[src/rtl/clock_divider_multi_if.sv]
// Control/status bundle for clock_divider_multi: run requests, divisor write port
// and per-channel divided-clock outputs.
interface clock_divider_multi_if #(
    parameter int unsigned N_CH   = 4,
    parameter int unsigned DIV_BW = 16,
    parameter int unsigned CH_BW  = 2
);
    logic [N_CH-1:0]   ch_enable;
    logic              sync_restart;
    logic              wr_en;
    logic [CH_BW-1:0]  wr_ch;
    logic [DIV_BW-1:0] wr_div;
    logic              wr_err;
    logic [N_CH-1:0]   div_pending;
    logic [N_CH-1:0]   ch_running;
    logic [N_CH-1:0]   div_clk;
    logic [N_CH-1:0]   div_clk_pulse;

    modport master (
        output ch_enable, sync_restart, wr_en, wr_ch, wr_div,
        input  wr_err, div_pending, ch_running, div_clk, div_clk_pulse
    );

    modport slave (
        input  ch_enable, sync_restart, wr_en, wr_ch, wr_div,
        output wr_err, div_pending, ch_running, div_clk, div_clk_pulse
    );
endinterface

[src/rtl/clock_divider_multi.sv]
// Multi-channel programmable clock divider, fully synchronous to i_ref_clock.
// Each channel emits a registered divided clock and a first-cycle-of-period pulse.
module clock_divider_multi #(
    parameter int unsigned N_CH      = 4,
    parameter int unsigned DIV_BW    = 16,
    parameter int unsigned DIV_RESET = 2,
    parameter int unsigned CH_BW     = (N_CH > 1) ? $clog2(N_CH) : 1
) (
    input  logic                 i_ref_clock,
    input  logic                 i_reset,
    clock_divider_multi_if.slave io_bus
);
    localparam logic [1:0] StIdle  = 2'd0;
    localparam logic [1:0] StRun   = 2'd1;
    localparam logic [1:0] StDrain = 2'd2;

    logic            w_wr_ok;
    logic            r_wr_err;
    logic [N_CH-1:0] w_pending;
    logic [N_CH-1:0] w_running;
    logic [N_CH-1:0] w_div_clk;
    logic [N_CH-1:0] w_pulse;

    assign w_wr_ok = io_bus.wr_en && (io_bus.wr_div != '0) && (32'(io_bus.wr_ch) < N_CH);

    always_ff @(posedge i_ref_clock) begin
        if (i_reset) begin
            r_wr_err <= 1'b0;
        end else begin
            r_wr_err <= io_bus.wr_en && !w_wr_ok;
        end
    end

    for (genvar c = 0; c < N_CH; c++) begin : g_ch
        logic [1:0]        r_state, w_state_nxt;
        logic              r_start, w_start_nxt;
        logic [DIV_BW-1:0] r_cnt, w_cnt_nxt;
        logic [DIV_BW-1:0] r_act, w_act_nxt;
        logic [DIV_BW-1:0] r_shd, w_shd_nxt;
        logic              r_pend, w_pend_nxt;
        logic              r_clk, w_clk_nxt;
        logic              r_pulse, w_pulse_nxt;
        logic              w_wr;
        logic              w_wrap;
        logic              w_go_idle;
        logic [DIV_BW-1:0] w_boundary_div;
        logic [DIV_BW:0]   w_cnt_inc;
        logic [DIV_BW:0]   w_half;

        assign w_wr           = w_wr_ok && (io_bus.wr_ch == CH_BW'(c));
        assign w_wrap         = (r_cnt == (r_act - DIV_BW'(1)));
        assign w_boundary_div = r_pend ? r_shd : r_act;
        assign w_cnt_inc      = {1'b0, r_cnt} + (DIV_BW+1)'(1);
        assign w_half         = ({1'b0, r_act} + (DIV_BW+1)'(1)) >> 1;

        // Leave the counter when a drain is cut short by a restart, or when the
        // period ends with no run request (r_start marks a period not yet begun).
        assign w_go_idle = (r_state != StIdle) &&
                           ((io_bus.sync_restart && (r_state == StDrain)) ||
                            (w_wrap && !r_start && !io_bus.sync_restart &&
                             !io_bus.ch_enable[c]));

        always_comb begin
            w_state_nxt = r_state;
            w_start_nxt = r_start;
            w_cnt_nxt   = r_cnt;
            w_act_nxt   = r_act;
            w_shd_nxt   = r_shd;
            w_pend_nxt  = r_pend;
            w_clk_nxt   = r_clk;
            w_pulse_nxt = r_pulse;

            if ((r_state == StIdle) || w_go_idle) begin
                w_state_nxt = StIdle;
                w_start_nxt = 1'b0;
                w_cnt_nxt   = '0;
                w_act_nxt   = w_boundary_div;
                w_pend_nxt  = 1'b0;
                w_clk_nxt   = 1'b0;
                w_pulse_nxt = 1'b0;
                if ((r_state == StIdle) && io_bus.ch_enable[c]) begin
                    w_state_nxt = StRun;
                    // A start coinciding with a restart joins the others in phase.
                    if (io_bus.sync_restart) begin
                        w_clk_nxt   = 1'b1;
                        w_pulse_nxt = 1'b1;
                    end else begin
                        w_start_nxt = 1'b1;
                    end
                end
            end else begin
                w_state_nxt = io_bus.ch_enable[c] ? StRun : StDrain;
                w_start_nxt = 1'b0;
                if (io_bus.sync_restart || r_start || w_wrap) begin
                    w_cnt_nxt   = '0;
                    w_act_nxt   = w_boundary_div;
                    w_pend_nxt  = 1'b0;
                    w_clk_nxt   = 1'b1;
                    w_pulse_nxt = 1'b1;
                end else begin
                    w_cnt_nxt   = w_cnt_inc[DIV_BW-1:0];
                    w_clk_nxt   = (w_cnt_inc < w_half);
                    w_pulse_nxt = 1'b0;
                end
            end

            // A write landing on a boundary edge waits for the following boundary.
            if (w_wr) begin
                w_shd_nxt  = io_bus.wr_div;
                w_pend_nxt = 1'b1;
            end
        end

        always_ff @(posedge i_ref_clock) begin
            if (i_reset) begin
                r_state <= StIdle;
                r_start <= 1'b0;
                r_cnt   <= '0;
                r_act   <= DIV_BW'(DIV_RESET);
                r_shd   <= DIV_BW'(DIV_RESET);
                r_pend  <= 1'b0;
                r_clk   <= 1'b0;
                r_pulse <= 1'b0;
            end else begin
                r_state <= w_state_nxt;
                r_start <= w_start_nxt;
                r_cnt   <= w_cnt_nxt;
                r_act   <= w_act_nxt;
                r_shd   <= w_shd_nxt;
                r_pend  <= w_pend_nxt;
                r_clk   <= w_clk_nxt;
                r_pulse <= w_pulse_nxt;
            end
        end

        assign w_pending[c] = r_pend;
        assign w_running[c] = (r_state != StIdle);
        assign w_div_clk[c] = r_clk;
        assign w_pulse[c]   = r_pulse;
    end

    assign io_bus.wr_err        = r_wr_err;
    assign io_bus.div_pending   = w_pending;
    assign io_bus.ch_running    = w_running;
    assign io_bus.div_clk       = w_div_clk;
    assign io_bus.div_clk_pulse = w_pulse;
endmodule

[src/flat_wrapper.sv]
// flat-port wrapper written by rule: the top's interface ports become plain ports
module clock_divider_multi_flat 
#(
    parameter int unsigned N_CH      = 4,
    parameter int unsigned DIV_BW    = 16,
    parameter int unsigned DIV_RESET = 2,
    parameter int unsigned CH_BW     = (N_CH > 1) ? $clog2(N_CH) : 1
)
  (i_ref_clock, i_reset, io_bus_ch_enable, io_bus_sync_restart, io_bus_wr_en, io_bus_wr_ch, io_bus_wr_div, io_bus_wr_err, io_bus_div_pending, io_bus_ch_running, io_bus_div_clk, io_bus_div_clk_pulse);
  clock_divider_multi_if #(.N_CH(N_CH), .DIV_BW(DIV_BW), .CH_BW(CH_BW)) io_bus_i ();
  input  logic i_ref_clock;
  input  logic i_reset;
  input wire logic [$bits(io_bus_i.ch_enable)-1:0] io_bus_ch_enable;
  input wire logic [$bits(io_bus_i.sync_restart)-1:0] io_bus_sync_restart;
  input wire logic [$bits(io_bus_i.wr_en)-1:0] io_bus_wr_en;
  input wire logic [$bits(io_bus_i.wr_ch)-1:0] io_bus_wr_ch;
  input wire logic [$bits(io_bus_i.wr_div)-1:0] io_bus_wr_div;
  output wire logic [$bits(io_bus_i.wr_err)-1:0] io_bus_wr_err;
  output wire logic [$bits(io_bus_i.div_pending)-1:0] io_bus_div_pending;
  output wire logic [$bits(io_bus_i.ch_running)-1:0] io_bus_ch_running;
  output wire logic [$bits(io_bus_i.div_clk)-1:0] io_bus_div_clk;
  output wire logic [$bits(io_bus_i.div_clk_pulse)-1:0] io_bus_div_clk_pulse;
  assign io_bus_i.ch_enable = io_bus_ch_enable;
  assign io_bus_i.sync_restart = io_bus_sync_restart;
  assign io_bus_i.wr_en = io_bus_wr_en;
  assign io_bus_i.wr_ch = io_bus_wr_ch;
  assign io_bus_i.wr_div = io_bus_wr_div;
  assign io_bus_wr_err = io_bus_i.wr_err;
  assign io_bus_div_pending = io_bus_i.div_pending;
  assign io_bus_ch_running = io_bus_i.ch_running;
  assign io_bus_div_clk = io_bus_i.div_clk;
  assign io_bus_div_clk_pulse = io_bus_i.div_clk_pulse;
  clock_divider_multi #(.N_CH(N_CH), .DIV_BW(DIV_BW), .DIV_RESET(DIV_RESET), .CH_BW(CH_BW)) u_core (.i_ref_clock(i_ref_clock), .i_reset(i_reset), .io_bus(io_bus_i));
endmodule
[config.mk]
export PLATFORM = sky130hd
export DESIGN_NAME = clock_divider_multi_flat
export DESIGN_NICKNAME = d
export VERILOG_FILES = /design/src/rtl/clock_divider_multi_if.sv /design/src/rtl/clock_divider_multi.sv /design/src/flat_wrapper.sv
export SDC_FILE = /design/constraint.sdc
export NUM_CORES = 1
export LEC_CHECK = 0
export ABC_CLOCK_PERIOD_IN_PS = 3200
export CORE_MARGIN = 5
export CORE_UTILIZATION = 25
export DETAILED_ROUTE_END_ITERATION = 16
export DONT_BUFFER_PORTS = 1
export PLACE_DENSITY = 0.37
export SLEW_MARGIN = 30
export SYNTH_ARGS = -nofsm -noshare
export SYNTH_HDL_FRONTEND = slang
export SYNTH_SLANG_ARGS = --single-unit
[constraint.sdc]
create_clock -name i_ref_clock -period 3.2 [get_ports i_ref_clock]
set_input_delay 0.16 -clock i_ref_clock [delete_from_list [all_inputs] [get_ports i_ref_clock]]
set_output_delay 0.16 -clock i_ref_clock [all_outputs]
set_load 0.01 [all_outputs]
Word-level counts from Yosys, hierarchy flattened

Index checks and enable logic that the tools add are counted.

Flip-flop bits (word level): 217
Input bits: 26
Word-level logic and storage cells: 208

$add $sub $neg: 12
Magnitude comparators: 4
Equality and inequality tests: 11
Multiplexer cells: 58
Bitwise gates (word level): 8
Reduce and logical (&&, ||, !) cells: 82

Operators with widths:

| operator              | number |
|---|---|
| $mux 16               | 12 |
| $add 16x1->17 const B | 8 |
| $lt 17x16->1          | 4 |
| $eq 16x16->1          | 4 |
| $sub 16x1->16 const B | 4 |
| $mux 1                | 38 |
| $logic_and 1x1->1     | 30 |
| $reduce_or 3->1       | 8 |
| $logic_or 1x1->1      | 16 |
| $mux 2                | 8 |
| $reduce_bool 16->1    | 1 |
| $reduce_bool 2->1     | 8 |
| $eq 2x2->1 const B    | 6 |
| $reduce_bool 3->1     | 4 |
| $logic_not 1->1       | 10 |
| $logic_not 2->1       | 5 |
| $not 1->1             | 8 |
| $eq 2x1->1 const B    | 1 |

Logic depth before layout (Yosys ltp)

Depth in word-level cells: 10
Depth in mapped cells: 15

Worst setup path before layout

Ideal clock, no wire load.

Kind: register -> register
Start point: reg u_core.g_ch[3].r_act[0]
End point: reg u_core.g_ch[3].r_pend
Setup time: 0.139 ns
Arrival time: 2.864 ns
Data required time: 3.061 ns
Path slack: 0.196 ns
Cell stages (with the launch flop): 13
Buffers on the path: 3
Clock period less this slack: 3.004 ns
Cell sequence: dfxtp_1 clkbuf_1 inv_1 ha_1 or4b_1 buf_2 nor3_4 nand3_1 a221o_1 a2111oi_4 nand3b_1 buf_4 o22ai_1

Longest elaborated chain between the ends: 10
Elaborated cells between the ends (all ways): 12
Those cells by class: add/sub (1); eq/ne (1); mux (2); reduce/logical (8)

Ends and longest elaborated chain:

| what                           | RTL line                   | text |
|---|---|---|
| start: declaration             | clock_divider_multi.sv:38  | `logic [DIV_BW-1:0] r_act, w_act_nxt;` |
| start signal: assignment       | clock_divider_multi.sv:119 | `r_act <= DIV_BW'(DIV_RESET);` |
| start signal: assignment       | clock_divider_multi.sv:128 | `r_act <= w_act_nxt;` |
| $sub 16x1->16 (*)              | clock_divider_multi.sv:51  | `assign w_wrap = (r_cnt == (r_act - DIV_BW'(1)));` |
| $eq 16x16->1 (*)               | clock_divider_multi.sv:51  |  |
| $logic_and 1x1->1 (3 in a row) | clock_divider_multi.sv:60  | `(w_wrap && !r_start && !io_bus.sync_restart &&` |
| $logic_or 1x1->1               | clock_divider_multi.sv:59  | `((io_bus.sync_restart && (r_state == StDrain)) \|\|` |
| $logic_and 1x1->1              | clock_divider_multi.sv:58  | `assign w_go_idle = (r_state != StIdle) &&` |
| $logic_or 1x1->1               | clock_divider_multi.sv:73  | `if ((r_state == StIdle) \|\| w_go_idle) begin` |
| $mux 1                         | clock_divider_multi.sv:73  |  |
| $mux 1                         | clock_divider_multi.sv:108 | `if (w_wr) begin` |
| end signal: assignment         | clock_divider_multi.sv:130 | `r_pend <= w_pend_nxt;` |
| end: declaration               | clock_divider_multi.sv:40  | `logic r_pend, w_pend_nxt;` |

Mark *: on every way between the ends. The rest lies on a longest branch, timed or not.
A chain may end at the register's enable or synchronous reset.

Final worst setup path

Start point: reg u_core.g_ch[0].r_cnt[2]
End point: reg u_core.g_ch[0].r_clk

Elaborated cells between the ends (all ways): 12
Those cells by class: add/sub (1); order compare (1); eq/ne (1); mux (2); reduce/logical (7)

RTL lines:

| what                             | RTL line                   | text |
|---|---|---|
| start: declaration               | clock_divider_multi.sv:37  | `logic [DIV_BW-1:0] r_cnt, w_cnt_nxt;` |
| start signal: assignment         | clock_divider_multi.sv:127 | `r_cnt <= w_cnt_nxt;` |
| $add 16x1->17                    | clock_divider_multi.sv:53  | `assign w_cnt_inc = {1'b0, r_cnt} + (DIV_BW+1)'(1);` |
| net u_core.g_ch[0].w_cnt_inc[11] | clock_divider_multi.sv:47  | `logic [DIV_BW:0] w_cnt_inc;` |
| $lt 17x16->1                     | clock_divider_multi.sv:102 | `w_clk_nxt = (w_cnt_inc < w_half);` |
| $mux 1                           | clock_divider_multi.sv:94  | `if (io_bus.sync_restart \|\| r_start \|\| w_wrap) begin` |
| $mux 1                           | clock_divider_multi.sv:73  |  |
| end signal: assignment           | clock_divider_multi.sv:131 | `r_clk <= w_clk_nxt;` |
| end: declaration                 | clock_divider_multi.sv:41  | `logic r_clk, w_clk_nxt;` |

The timed path passes the listed nets, and every way through them passes these cells.

==> metrics <==
Combinational Power Share=5.8%; core box area=52300 um^2; first-pass GRT wire length=60500 um; main flop type after synthesis=dfxtp_1; Cell Area, Synth=13200 um^2; IO Port Bufs=0; Pint=0.00500 W; Routed Antenna Nets=0; Gate Count Post-Synth=1561; Final Setup Violations=0; Adder-Cell Fraction of Synth Area=6.84%; largest family of logic cells by synthesized area=simple AND/OR/NAND/NOR gates; WL final=38100 um; FF-to-FF path depth=12; mux contribution to synthesized area=7.22%; Hold Fails Final Rpt=0; Critical Path Source=u_core.g_ch[0].r_cnt[2]; residual DRC count=0; drt wl/cell=16.6 um; final period utilization=92.9%; Worst Tran Pin Value=928 ps; RSZ-0062 raised after global routing=no; largest net degree at the start of global routing=147; HP Start=i_reset; CTS HTree Levels=1; Post-synth EDFFs=0; clock buffer count from CTS=30; via-per-instance ratio=4.63; Synth Area in XOR/XNOR=12.4%; Setup crit start kind=flip-flop; sequential power share=42.4%; outcome=finished clean; Placer Congestion=0.802; post-synth cell types=78; Slew Viols, Final=0; grt ovf=0; CTS Buffer Depth=3; DRT iter0 DRCs=541; Worst R2R Start=u_core.g_ch[0].r_cnt[2]; critical path arrival=3460 ps; Worst slew margin=38.0%; Seq/Total Area, Yosys=33.0%; root buf cell=clkbuf_16; Synth Area in Simple Gates=25.9%; Crit path required time=3690 ps; hold-critical path depth=2; Pwr per Cell Area=426 nW/um^2; CTS clock-pin slew for the worst setup and hold paths=60 ps; first-pass iteration count of the detailed router=5; Rows=84; cell taking the most area after synthesis=dfxtp_1; die area=57400 um^2; post-synthesis register bit count=217; share of cells above drive strength 1=9.25%; worst skew pair latency=580 ps; Critical Path End Type=flip-flop; worst hold slack=33.0 ps; min Tclk post-route=2970 ps; Synth Area in Compound Gates=9.16%; CP max FO=8; switching power=0.00158 W; Final TNS setup=0 ps; # IOs=43; Die H=240 um; dpl hpwl=27100 um; syn nets=1659; most area-consuming cells after synthesis=dfxtp_1 33%, mux2i_1 7.2%, xnor2_1 6.8%; leakage=6.12 nW; Layout Skew=19.3 ps; initial antenna violation count=5; ys async rst share=0%; post-synth top area share=33.0%; Switching Share=24.0%; vias post-DR=10600; synth warn=0; Avg Cell Area, Syn=8.44 um^2; CTS tree=yes; Max VDD drop=0.381 mV; Max Freq=0.336 GHz; # nets final=1677; Sink Count=217; Hold Crit Class=input pin to flip-flop; number of max-cap violations=0; initial cell density of the core=25.2%; vias in the first global route=10400; die width=240 um; GRT Total Usage=13.1%; Crit Path Class=flip-flop to flip-flop; clock network fraction of design power=51.8%; synth-to-layout area growth=17.2%
## critical path, cell delays in order (launching register included)
cell and delay, ps:
dfxtp_1 520, and3_1 260, and3_1 180, nand3_1 140
nor3_1 320, buf_4 200, xor2_1 190, ha_1 270
a21o_1 180, a21oi_1 140, nor2b_1 60, o311a_1 290
o22ai_1 150
## cell families after synthesis
kind of cell | after synthesis
DFF | 217
xor gates and xnor gates | 187
muxes | 95
and+or+nand+nor | 660
AOI/OAI and AO/OA | 178
adders and majority gates | 72
buffers and inverters | 152
## cells in the mapped netlist, types with 4 or more instances
master / n
o2111ai_1: 5
and2_1: 11
and4_1: 8
a311oi_1: 6
nand4_1: 31
buf_2: 11
buf_4: 17
dfxtp_1: 217
or2_2: 7
o21a_1: 9
mux2i_1: 95
a31oi_1: 6
buf_6: 7
nor2_1: 139
ha_1: 72
o211ai_1: 6
nand3_1: 85
nor4_1: 16
o21ai_0: 21
nor2b_1: 53
inv_1: 36
nand2_1: 143
a21o_1: 7
nand2b_1: 38
o31ai_1: 6
or4_1: 4
a211oi_1: 6
clkbuf_1: 77
xor2_1: 84
nor3_1: 35
or3_1: 10
a21oi_1: 63
and3_1: 53
xnor2_1: 103
o22ai_1: 5
nand3b_1: 4
## final timing paths
path	slack [ps]	end
max	230	u_core.g_ch[0].r_clk
min	30	u_core.g_ch[0].r_pend
max reg2reg	230	u_core.g_ch[0].r_clk
min reg2reg	450	u_core.g_ch[1].r_act[0]
## power by group through the flow
stage	clock [W]	combinational, W	sequential [W]
after floorplan	0	0.000253	0.00283
after global placement	0	0.000276	0.00285
after detailed placement	0	0.000278	0.00285
after CTS	0.00355	0.000389	0.00279
after global routing	0.00364	0.000424	0.00279
final	0.00341	0.000383	0.00279
## state kept, by name (all words and copies together) (netlist names)
signal                flops
u_core.g_ch.r_state       8
u_core.g_ch.r_start       4
u_core.io_bus.wr_err      1
u_core.g_ch.r_pulse       4
u_core.g_ch.r_cnt        64
u_core.g_ch.r_pend        4
u_core.g_ch.r_clk         4
u_core.g_ch.r_act        64
u_core.g_ch.r_shd        64
## placed cells by master, fill, tap and decap left out, types with 8 or more instances in the layout
cell type / instances
nor2b_1: 52
buf_4: 55
nor3_1: 33
clkbuf_16: 31
and3_1: 53
and4_1: 8
nand2_1: 143
dfxtp_1: 213
xnor2_1: 103
and2_1: 11
mux2i_1: 95
nand2b_1: 38
inv_1: 36
dlygate4sd3_1: 40
o21ai_0: 21
clkinv_2: 8
ha_1: 72
or3_1: 10
a21oi_1: 63
xor2_1: 84
nand3_1: 85
o21a_1: 9
nand4_1: 31
nor2_1: 138
nor4_1: 16
## layer usage
layer,track usage (%),vias up,routed length (um)
li1,-,5441,-
met1,18.3,4988,18900
met2,20.9,121,16900
met3,2.60,51,1400
met4,3.08,4,890
met5,0,-,25
## repair_timing
| action | in CTS | in global routing |
|---|---|---|
| gates resized for setup | 0 | 9 |
| hold buffers | 41 | 0 |
| setup endpoints to repair | 0 | 36 |
| hold endpoints to repair | 173 | 0 |
| buffers inserted | 0 | 1 |
## final cells by class
cell class,count,area [um^2]
antenna,3,7.51
clock buffer,38,812
clock inverter,15,185
fill,5629,36900
inverter,37,139
multi-input combinational,1192,8150
sequential,217,4350
tap,688,861
timing repair buffer,101,941
## metrics by stage
stage	instance area (um^2)	worst slack [ps]	utilization (%)	total power [W]	instances
2_1_floorplan	13200	196	-	0.00308	1561
3_3_place_gp	14000	200	26.7	0.00312	2193
3_5_place_dp	14000	147	26.7	0.00313	2193
4_1_cts	15400	101	29.4	0.00673	2287
5_1_grt	15400	17.1	29.5	0.00686	2288
6_report	15400	228	29.5	0.00659	2291
Note: power is estimated with default switching activity, not from simulation.
